## src/rtl/imm_gen_pipe.sv

```systemverilog
// imm_gen_pipe: RISC-V immediate generator with a registered output and a 2-entry skid buffer.
module imm_gen_pipe #(
  parameter int XLEN    = 32,
  parameter int EXT_SRC = 0,
  parameter int TAG_W   = 32
) (
  input  logic             clk,
  input  logic             rst,
  input  logic             flush,
  input  logic             in_valid,
  output logic             in_ready,
  input  logic [31:0]      in_instr,
  input  logic [2:0]       in_imm_src,
  input  logic [TAG_W-1:0] in_tag,
  output logic             out_valid,
  input  logic             out_ready,
  output logic [XLEN-1:0]  out_imm,
  output logic             out_illegal,
  output logic [TAG_W-1:0] out_tag
);
  logic [2:0]      w_fmt;
  logic            w_sh5;
  logic            w_is_sh;
  logic [5:0]      w_sh;
  logic [XLEN-1:0] w_imm;
  logic            w_ill;
  logic            w_acc;
  logic            w_pop;
  logic            r_ov, r_oill, r_sv, r_sill;
  logic [XLEN-1:0] r_oimm, r_simm;
  logic [TAG_W-1:0] r_otag, r_stag;
  assign w_is_sh = (in_instr[14:12] == 3'b001) || (in_instr[14:12] == 3'b101);
  always_comb begin
    w_fmt = 3'b111;
    w_sh5 = 1'b0;
    if (EXT_SRC != 0) w_fmt = in_imm_src;
    else
      case (in_instr[6:0])
        7'b0000011, 7'b1100111: w_fmt = 3'b000;
        7'b0010011:             w_fmt = w_is_sh ? 3'b101 : 3'b000;
        7'b0100011:             w_fmt = 3'b001;
        7'b1100011:             w_fmt = 3'b010;
        7'b1101111:             w_fmt = 3'b011;
        7'b0110111, 7'b0010111: w_fmt = 3'b100;
        7'b0011011: begin
          w_fmt = (XLEN == 64) ? (w_is_sh ? 3'b101 : 3'b000) : 3'b111;
          w_sh5 = 1'b1;
        end
        default:                w_fmt = 3'b111;
      endcase
  end
  // word-sized shifts (RV64 *W ops) keep a 5-bit shamt even at XLEN=64
  assign w_sh = (XLEN == 64 && !w_sh5) ? in_instr[25:20] : {1'b0, in_instr[24:20]};
  always_comb begin
    w_imm = '0;
    w_ill = 1'b0;
    case (w_fmt)
      3'b000:  w_imm = XLEN'($signed(in_instr[31:20]));
      3'b001:  w_imm = XLEN'($signed({in_instr[31:25], in_instr[11:7]}));
      3'b010:  w_imm = XLEN'($signed({in_instr[31], in_instr[7], in_instr[30:25], in_instr[11:8], 1'b0}));
      3'b011:  w_imm = XLEN'($signed({in_instr[31], in_instr[19:12], in_instr[20], in_instr[30:21], 1'b0}));
      3'b100:  w_imm = XLEN'($signed({in_instr[31:12], 12'b0}));
      3'b101:  w_imm = XLEN'(w_sh);
      default: w_ill = 1'b1;
    endcase
  end
  assign in_ready    = !r_sv && !rst;
  assign w_acc       = in_valid && in_ready;
  assign w_pop       = r_ov && out_ready;
  assign out_valid   = r_ov;
  assign out_imm     = r_oimm;
  assign out_illegal = r_oill;
  assign out_tag     = r_otag;
  always_ff @(posedge clk) begin
    if (rst) begin
      r_ov   <= 1'b0;
      r_oill <= 1'b0;
      r_oimm <= '0;
      r_otag <= '0;
      r_sv   <= 1'b0;
      r_sill <= 1'b0;
      r_simm <= '0;
      r_stag <= '0;
    end else if (flush) begin
      r_ov <= 1'b0;
      r_sv <= 1'b0;
    end else if (r_sv) begin
      if (w_pop) begin
        r_oimm <= r_simm;
        r_oill <= r_sill;
        r_otag <= r_stag;
        r_sv   <= 1'b0;
      end
    end else if (w_acc) begin
      if (!r_ov || w_pop) begin
        r_oimm <= w_imm;
        r_oill <= w_ill;
        r_otag <= in_tag;
        r_ov   <= 1'b1;
      end else begin
        r_simm <= w_imm;
        r_sill <= w_ill;
        r_stag <= in_tag;
        r_sv   <= 1'b1;
      end
    end else if (w_pop) r_ov <= 1'b0;
  end
endmodule
```

## config.mk

```make
export PLATFORM = sky130hd
export DESIGN_NAME = imm_gen_pipe
export DESIGN_NICKNAME = d
export VERILOG_FILES = /design/src/rtl/imm_gen_pipe.sv
export SDC_FILE = /design/constraint.sdc
export NUM_CORES = 1
export LEC_CHECK = 0
export ABC_AREA = 1
export CORE_MARGIN = 2
export CORE_UTILIZATION = 50
export DETAILED_ROUTE_END_ITERATION = 12
export PLACE_DENSITY = 0.86
export SYNTH_ARGS = -nofsm -noshare
export SYNTH_HDL_FRONTEND = slang
export SYNTH_SLANG_ARGS = --single-unit
```

## constraint.sdc

```tcl
create_clock -name clk -period 2.2 [get_ports clk]
set_clock_uncertainty 0.1 [all_clocks]
set_input_delay 0.66 -clock clk [delete_from_list [all_inputs] [get_ports clk]]
set_output_delay 0.66 -clock clk [all_outputs]
set_load 0.02 [all_outputs]
```

==> reports/metrics.csv, run 1 <==
stage,metric,value,unit
die,die area,12700,sq um
synthesis,synth warn,0,
die,IO Pins,139,
setup_path,launching point of the worst reg2reg path,out_valid,
synthesis,Synth Register Bits,132,
worst_hold_path,Worst Hold Class,flip-flop to flip-flop,
timing,Tmin final,2159,ps
setup_path,Worst R2R End,r_simm[16],
setup_path,Setup CP Type,flip-flop to output pin,
final_layout,Area growth syn-to-layout,37.16,%
die,DIE WIDTH,112.7,microns
drt,# DRC,0,
run,max cap viols,0,
setup_path,Top delay family on crit path,buffers and inverters,
drt,via count,5937,
clock_tree,clock latency on the worst-skew pair,410,ps
outcome,status,completed,
clock_tree,H-tree depth,4,
clock_tree,TritonCTS clock tree,yes,
synthesis,Mean Syn Cell Area,7.090,sq um
setup_path,R2R setup slack,540,ps
setup_path,CP arrival,1400,ps
place,dpl cell area,7535,sq um
power,peak supply drop,0.0006009,V
setup_path,crit path from,out_valid,
final_layout,"commonest cells after routing, fill and taps aside","160 x nand2_1, 145 x nor2_1, 133 x clkdlybuf4s50_1, 131 x dfxtp_1, 64 x a21oi_1",
synthesis,sequential area share after synthesis,44.75,%
die,Starting Density,51.50,%
place,Port Buffer Count,135,
worst_hold_path,WHS Endpoint,out_imm[15],
place,pre-CTS setup slack,-442.7,ps
global_routing,vias in the first global route,5593,
synthesis,Synth Instances,833,
setup_path,max incr delay on CP,660,ps
power,P_leak,3.620,nW
final_layout,"commonest non-fill, non-tap cell in the layout",nand2_1,
timing,unrepaired setup endpoints after global routing,no,
clock_tree,CTS root buf,clkbuf_16,
drt,drt wl/cell,14.01,microns
timing,max_slew headroom,59.39,%
place,gp weighted congestion,0.9224,
clock_tree,TritonCTS Buffers,17,
timing,hold_ws,365.6,ps
final_layout,share of cells above drive strength 1,10.78,%
timing,setup violators final,0,
synthesis,mapped cell area,5906,sq um
clock_tree,TritonCTS Sinks,132,
setup_path,Critical-path top delay cell,clkdlybuf4s50_1,
worst_hold_path,hold_sp,out_imm[15],
final_layout,NumNets Final,1037,
global_routing,Overall Global Routing Usage,25.14,%
timing,final setup margin,41.09,ps
drt,DR vias/cell,5.315,
setup_path,CP cell instances,clkdlybuf4s50_1,
die,core area,11470,sq um
clock_tree,"Clk pin slew, worst setup/hold paths",50,ps
synthesis,Yosys cell types,30,
die,Chip Height,112.7,microns
synthesis,Syn Nets,905,
setup_path,crit path max fanout,3,
setup_path,CP Capture Type,output pin,
clock_tree,clock buffer depth,2,
timing,Max Transition Viols Final,0,
drt,1st-pass router iterations,5,
place,dpl hpwl,10030,microns
power,pwr/cell area,710.4,nW/um^2
worst_hold_path,Hold Path Stages,2,
final_layout,Finished Cell Area,8100,sq um
setup_path,worst path required time,1440,ps
timing,FMAX,463.2,MHz
setup_path,type of origin of the critical path,flip-flop,
drt,Detail Route Antenna Nets,0,
drt,Post-Route WL,15640,microns
global_routing,antenna violations before repair,0,
timing,slew at the pin closest to its max-slew limit,609.1,ps
global_routing,grt ovf,0,
setup_path,Reg2Reg Depth,8,
die,row cnt,39,
global_routing,largest net degree at the start of global routing,80,
timing,Tcrit/Tclk final,98.13,%
final_layout,Inserted Diodes,0,
power,"Power, Total",5.755,mW
global_routing,first-pass GRT wire length,26110,microns
setup_path,"Buf+Inv Stages, Crit Path",1,
timing,Final Hold Viols,0,
drt,DRT iter0 DRCs,505,
[cell usage after synthesis]
library cell,count,area [sq um]
nand2_1,161,604.3
nor2_1,145,544.3
dfxtp_1,132,2643
a21oi_1,64,320.3
o21ai_0,58,290.3
inv_1,49,183.9
o21ai_1,49,245.2
a31oi_1,32,200.2
nand3_1,29,145.1
clkbuf_1,26,97.59
buf_2,19,95.09
o211ai_1,13,97.59
inv_2,7,26.28
o21ai_2,7,61.31
buf_4,6,45.04
nand2_2,6,37.54
buf_6,5,56.30
nand3_2,5,50.05
nor2_4,5,56.30
buf_1,3,11.26
nor2_2,2,12.51
or2_2,2,12.51
a21oi_2,1,8.760
clkinv_2,1,5.000
nand2_4,1,11.26
nand3_4,1,17.52
nand4_1,1,6.260
nor3_1,1,5.000
o21ba_2,1,10.01
o22ai_1,1,6.260
[power breakdown]
group	switching, mW	total (mW)	internal, mW
clock network	0.963	2.69	1.73
registers	0.0301	2.48	2.45
logic	0.294	0.585	0.291
total	1.29	5.75	4.47
[logic make-up after synthesis]
kind of cell / after synthesis / share of synthesized area, %
simple gates: 359 / 25.44
compound gates: 226 / 21.00
flops: 132 / 44.75
buf+inv: 116 / 8.813
[through the flow]
stage / setup TNS (ps) / util, % / instances
2_1_floorplan: 0 / - / 833
3_3_place_gp: -20670 / 65.71 / 1089
3_5_place_dp: -24170 / 65.71 / 1089
4_1_cts: 0 / 70.51 / 1117
5_1_grt: 0 / 70.64 / 1117
6_report: 0 / 70.64 / 1117
[worst max path at each step]
| stage | end | slack [ps] | depth (start not counted) |
|---|---|---|---|
| final | out_valid | 40 | 1 |
| after global placement | in_ready | -430 | 3 |
| after floorplan | r_simm[31] | 250 | 8 |
| after global routing | out_illegal | 0.2 | 1 |
| after detailed placement | in_ready | -440 | 3 |
| after CTS | in_ready | 5 | 3 |
[layout make-up]
type,instances,area [sq um]
Fill cell,926,3367
Multi-Input combinational cell,585,2753
Sequential cell,132,2644
Timing Repair Buffer,172,1754
Clock buffer,23,478.0
Inverter,57,215.2
Tap cell,143,178.9
Clock inverter,5,77.57
[repair_timing]
action / 4_1_cts / 5_1_grt
pin swaps: 0 / 0
setup endpoints to repair: 1 / 13
resized for setup: 4 / 4
hold buffers: 0 / 0
setup buffers: 0 / 0
[state kept, by name, indices dropped and copies added, names as in the netlist]
name / cells
r_sill: 1
r_sv: 1
out_valid: 1
r_stag: 32
out_imm: 32
out_tag: 32
out_illegal: 1
r_simm: 32
[worst reg2reg max path, cell delays in order (launching register included)]
cell	delay [ps]
dfxtp_1	340
inv_1	70
nor2_1	160
nand3_1	160
nor2_4	210
buf_12	220
nand3_1	120
o211ai_1	110
inv_1	60
[layer usage]
metal | global-route usage [%] | vias to the layer above | share of wire [%]
met2 | 41.72 | 209 | 48
met4 | 10.89 | 0 | 2.6
met1 | 31.22 | 2695 | 43
li1 | - | 2997 | -
met5 | 0 | - | 0
met3 | 5.940 | 36 | 5.8
Power figures use the tool's default switching activity.
==> run 2, diff against run 1 <==
- CORE_MARGIN: 2 -> 1
- GPL_TIMING_DRIVEN: not set -> 1
==> run 2 against run 1 <==
Net effect: cell area increased by 0.57%; clock power hardly changed; sequential share of layout area decreased by 0.19 points; register-to-register slack lost 30 ps; maximum frequency down 1.3%; total power grew 0.16%; die area shrank 3.5%; non-clock buffer count rose by 1; critical endpoint is now out_imm[11].
==> reports/metrics.csv, run 2 (same netlist as run 1, synthesis figures left out) <==
stage,metric,value,unit,change
timing,Max Transition Viols Final,0,,unchanged
setup_path,Critical-path top delay cell,clkdlybuf4s50_1,,
timing,Tmin final,2187,ps,+28.00 ps
setup_path,CP Capture Type,output pin,,
clock_tree,hold_buf cts,0,,unchanged
final_layout,share of cells above drive strength 1,10.95,%,+0.17 points
worst_hold_path,Worst Hold Class,flip-flop to flip-flop,,
setup_path,max incr delay on CP,630,ps,-30 ps
global_routing,grt ovf,0,,unchanged
final_layout,NumNets Final,1038,,+0.096%
timing,slew at the pin closest to its max-slew limit,585.9,ps,-23.20 ps
final_layout,Final Util,71.04,%,+0.40 points
setup_path,crit path max fanout,2,,-1
timing,setup tns final,0,ps,unchanged
place,placed insts,1090,,+0.092%
timing,unrepaired setup endpoints after global routing,no,,
die,core area,11470,sq um,unchanged
clock_tree,TritonCTS clock tree,yes,,
final_layout,Inserted Diodes,0,,unchanged
outcome,status,completed,,
run,max cap viols,0,,unchanged
drt,Detail Route Antenna Nets,0,,unchanged
final_layout,Finished Cell Area,8147,sq um,+0.57%
final_layout,Area growth syn-to-layout,37.94,%,
drt,DRT iter0 DRCs,442,,-12%
drt,via count,5917,,-0.34%
die,DIE WIDTH,110.7,microns,-1.8%
setup_path,type of origin of the critical path,flip-flop,,
place,Port Buffer Count,135,,unchanged
power,pwr/cell area,707.5,nW/um^2,-0.41%
clock_tree,TritonCTS Sinks,132,,unchanged
power,P_leak,3.691,nW,+2.0%
die,Starting Density,51.50,%,unchanged
die,Chip Height,110.7,microns,-1.8%
drt,# DRC,0,,unchanged
drt,1st-pass router iterations,5,,unchanged
drt,DR vias/cell,5.283,,-0.60%
final_layout,Non-Filler Instances,1120,,+0.27%
global_routing,first-pass GRT wire length,25980,microns,-0.50%
setup_path,CP cell instances,clkdlybuf4s50_1,,
timing,Tcrit/Tclk final,99.40,%,+1.3 points
clock_tree,"Clk pin slew, worst setup/hold paths",50,ps,about the same
timing,setup violators final,0,,unchanged
global_routing,Overall Global Routing Usage,26.22,%,+1.1 points
setup_path,Top delay family on crit path,buffers and inverters,,
timing,max_slew headroom,60.94,%,+1.5 points
timing,FMAX,457.3,MHz,-1.3%
clock_tree,clock latency on the worst-skew pair,420,ps,about the same
clock_tree,clock buffer depth,2,,unchanged
setup_path,R2R setup slack,510,ps,-30 ps
drt,Post-Route WL,15490,microns,-0.96%
setup_path,worst path required time,1440,ps,about the same
global_routing,largest net degree at the start of global routing,80,,unchanged
final_layout,"commonest non-fill, non-tap cell in the layout",nand2_1,,
die,row cnt,39,,unchanged
place,gp weighted congestion,0.8912,,-3.4%
timing,Final Hold Viols,0,,unchanged
setup_path,"Buf+Inv Stages, Crit Path",1,,unchanged
die,IO Pins,139,,unchanged
setup_path,Setup CP Type,flip-flop to output pin,,
global_routing,vias in the first global route,5503,,-1.6%
drt,drt wl/cell,13.83,microns,-1.2%
die,die area,12250,sq um,-3.5%
clock_tree,TritonCTS Buffers,17,,unchanged
place,dpl cell area,7580,sq um,+0.60%
clock_tree,H-tree depth,4,,unchanged
clock_tree,CTS root buf,clkbuf_16,,
final_layout,"commonest cells after routing, fill and taps aside","161 x nand2_1, 145 x nor2_1, 131 x dfxtp_1, 129 x clkdlybuf4s50_1, 64 x a21oi_1",,
place,dpl hpwl,9948,microns,-0.86%
global_routing,antenna violations before repair,0,,unchanged
setup_path,CP arrival,1430,ps,+30 ps
power,peak supply drop,0.0006750,V,+12%
-- run 2: cell count changes in the layout (fill, tap and decap cells not counted), sizes merged --
cell,delta
clkdlybuf4s50,-4
clkbuf,+3
dlygate4sd2,+2
dlymetal6s2s,+2
buf,+1
bufinv,-1
clkinv,+1
clkinvlp,-1
-- run 2: final timing paths --
check                     end         from  cells after the start
hold reg to reg    out_imm[0]   out_imm[0]                      2
setup reg to reg   r_simm[16]    out_valid                      8
setup / recovery  out_imm[11]  out_imm[11]                      1
hold / removal     out_imm[0]   out_imm[0]                      2
-- run 2: timing repair --
action                                 CTS  global route
setup endpoints to repair                2             4
endpoints found under the hold margin    0             0
gates resized for setup                  7             3
setup buffers                            0             0
pin swaps                                0             0
-- run 2: through the flow --
stage | setup WS [ps] | hold WS (ps) | power (mW)
after global routing | 1.534 | 382.4 | 5.969
after detailed placement | -479.9 | 352.7 | 3.118
final | 13.10 | 361.0 | 5.764
after global placement | -487.6 | 350.5 | 3.108
after floorplan | 254.7 | 344.1 | 2.791
after CTS | 3.069 | 361.3 | 5.811
-- run 2: layout make-up --
class	instances	area (sq um)
multi-input cells	585	2743
clock inverters	4	45.04
inverters	57	215.2
repair buffers	173	1802
clock buffers	26	519.2
fillers	921	3321
flip-flops and latches	132	2644
well taps	143	178.9
-- run 2: metal layers --
metal	global-route usage (%)	vias up	routed length, microns
li1	-	3004	-
met1	31.81	2717	6726
met3	6.288	29	699
met4	10.84	0	310
met5	0	-	0
met2	44.43	167	7759
-- run 2: power breakdown --
part | total (mW) | leakage (nW) | internal (mW) | switching (mW)
Combinational | 0.590 | 2.34 | 0.296 | 0.294
Clock | 2.69 | 0.282 | 1.71 | 0.981
Sequential | 2.48 | 1.07 | 2.45 | 0.0305
Total | 5.76 | 3.69 | 4.46 | 1.31
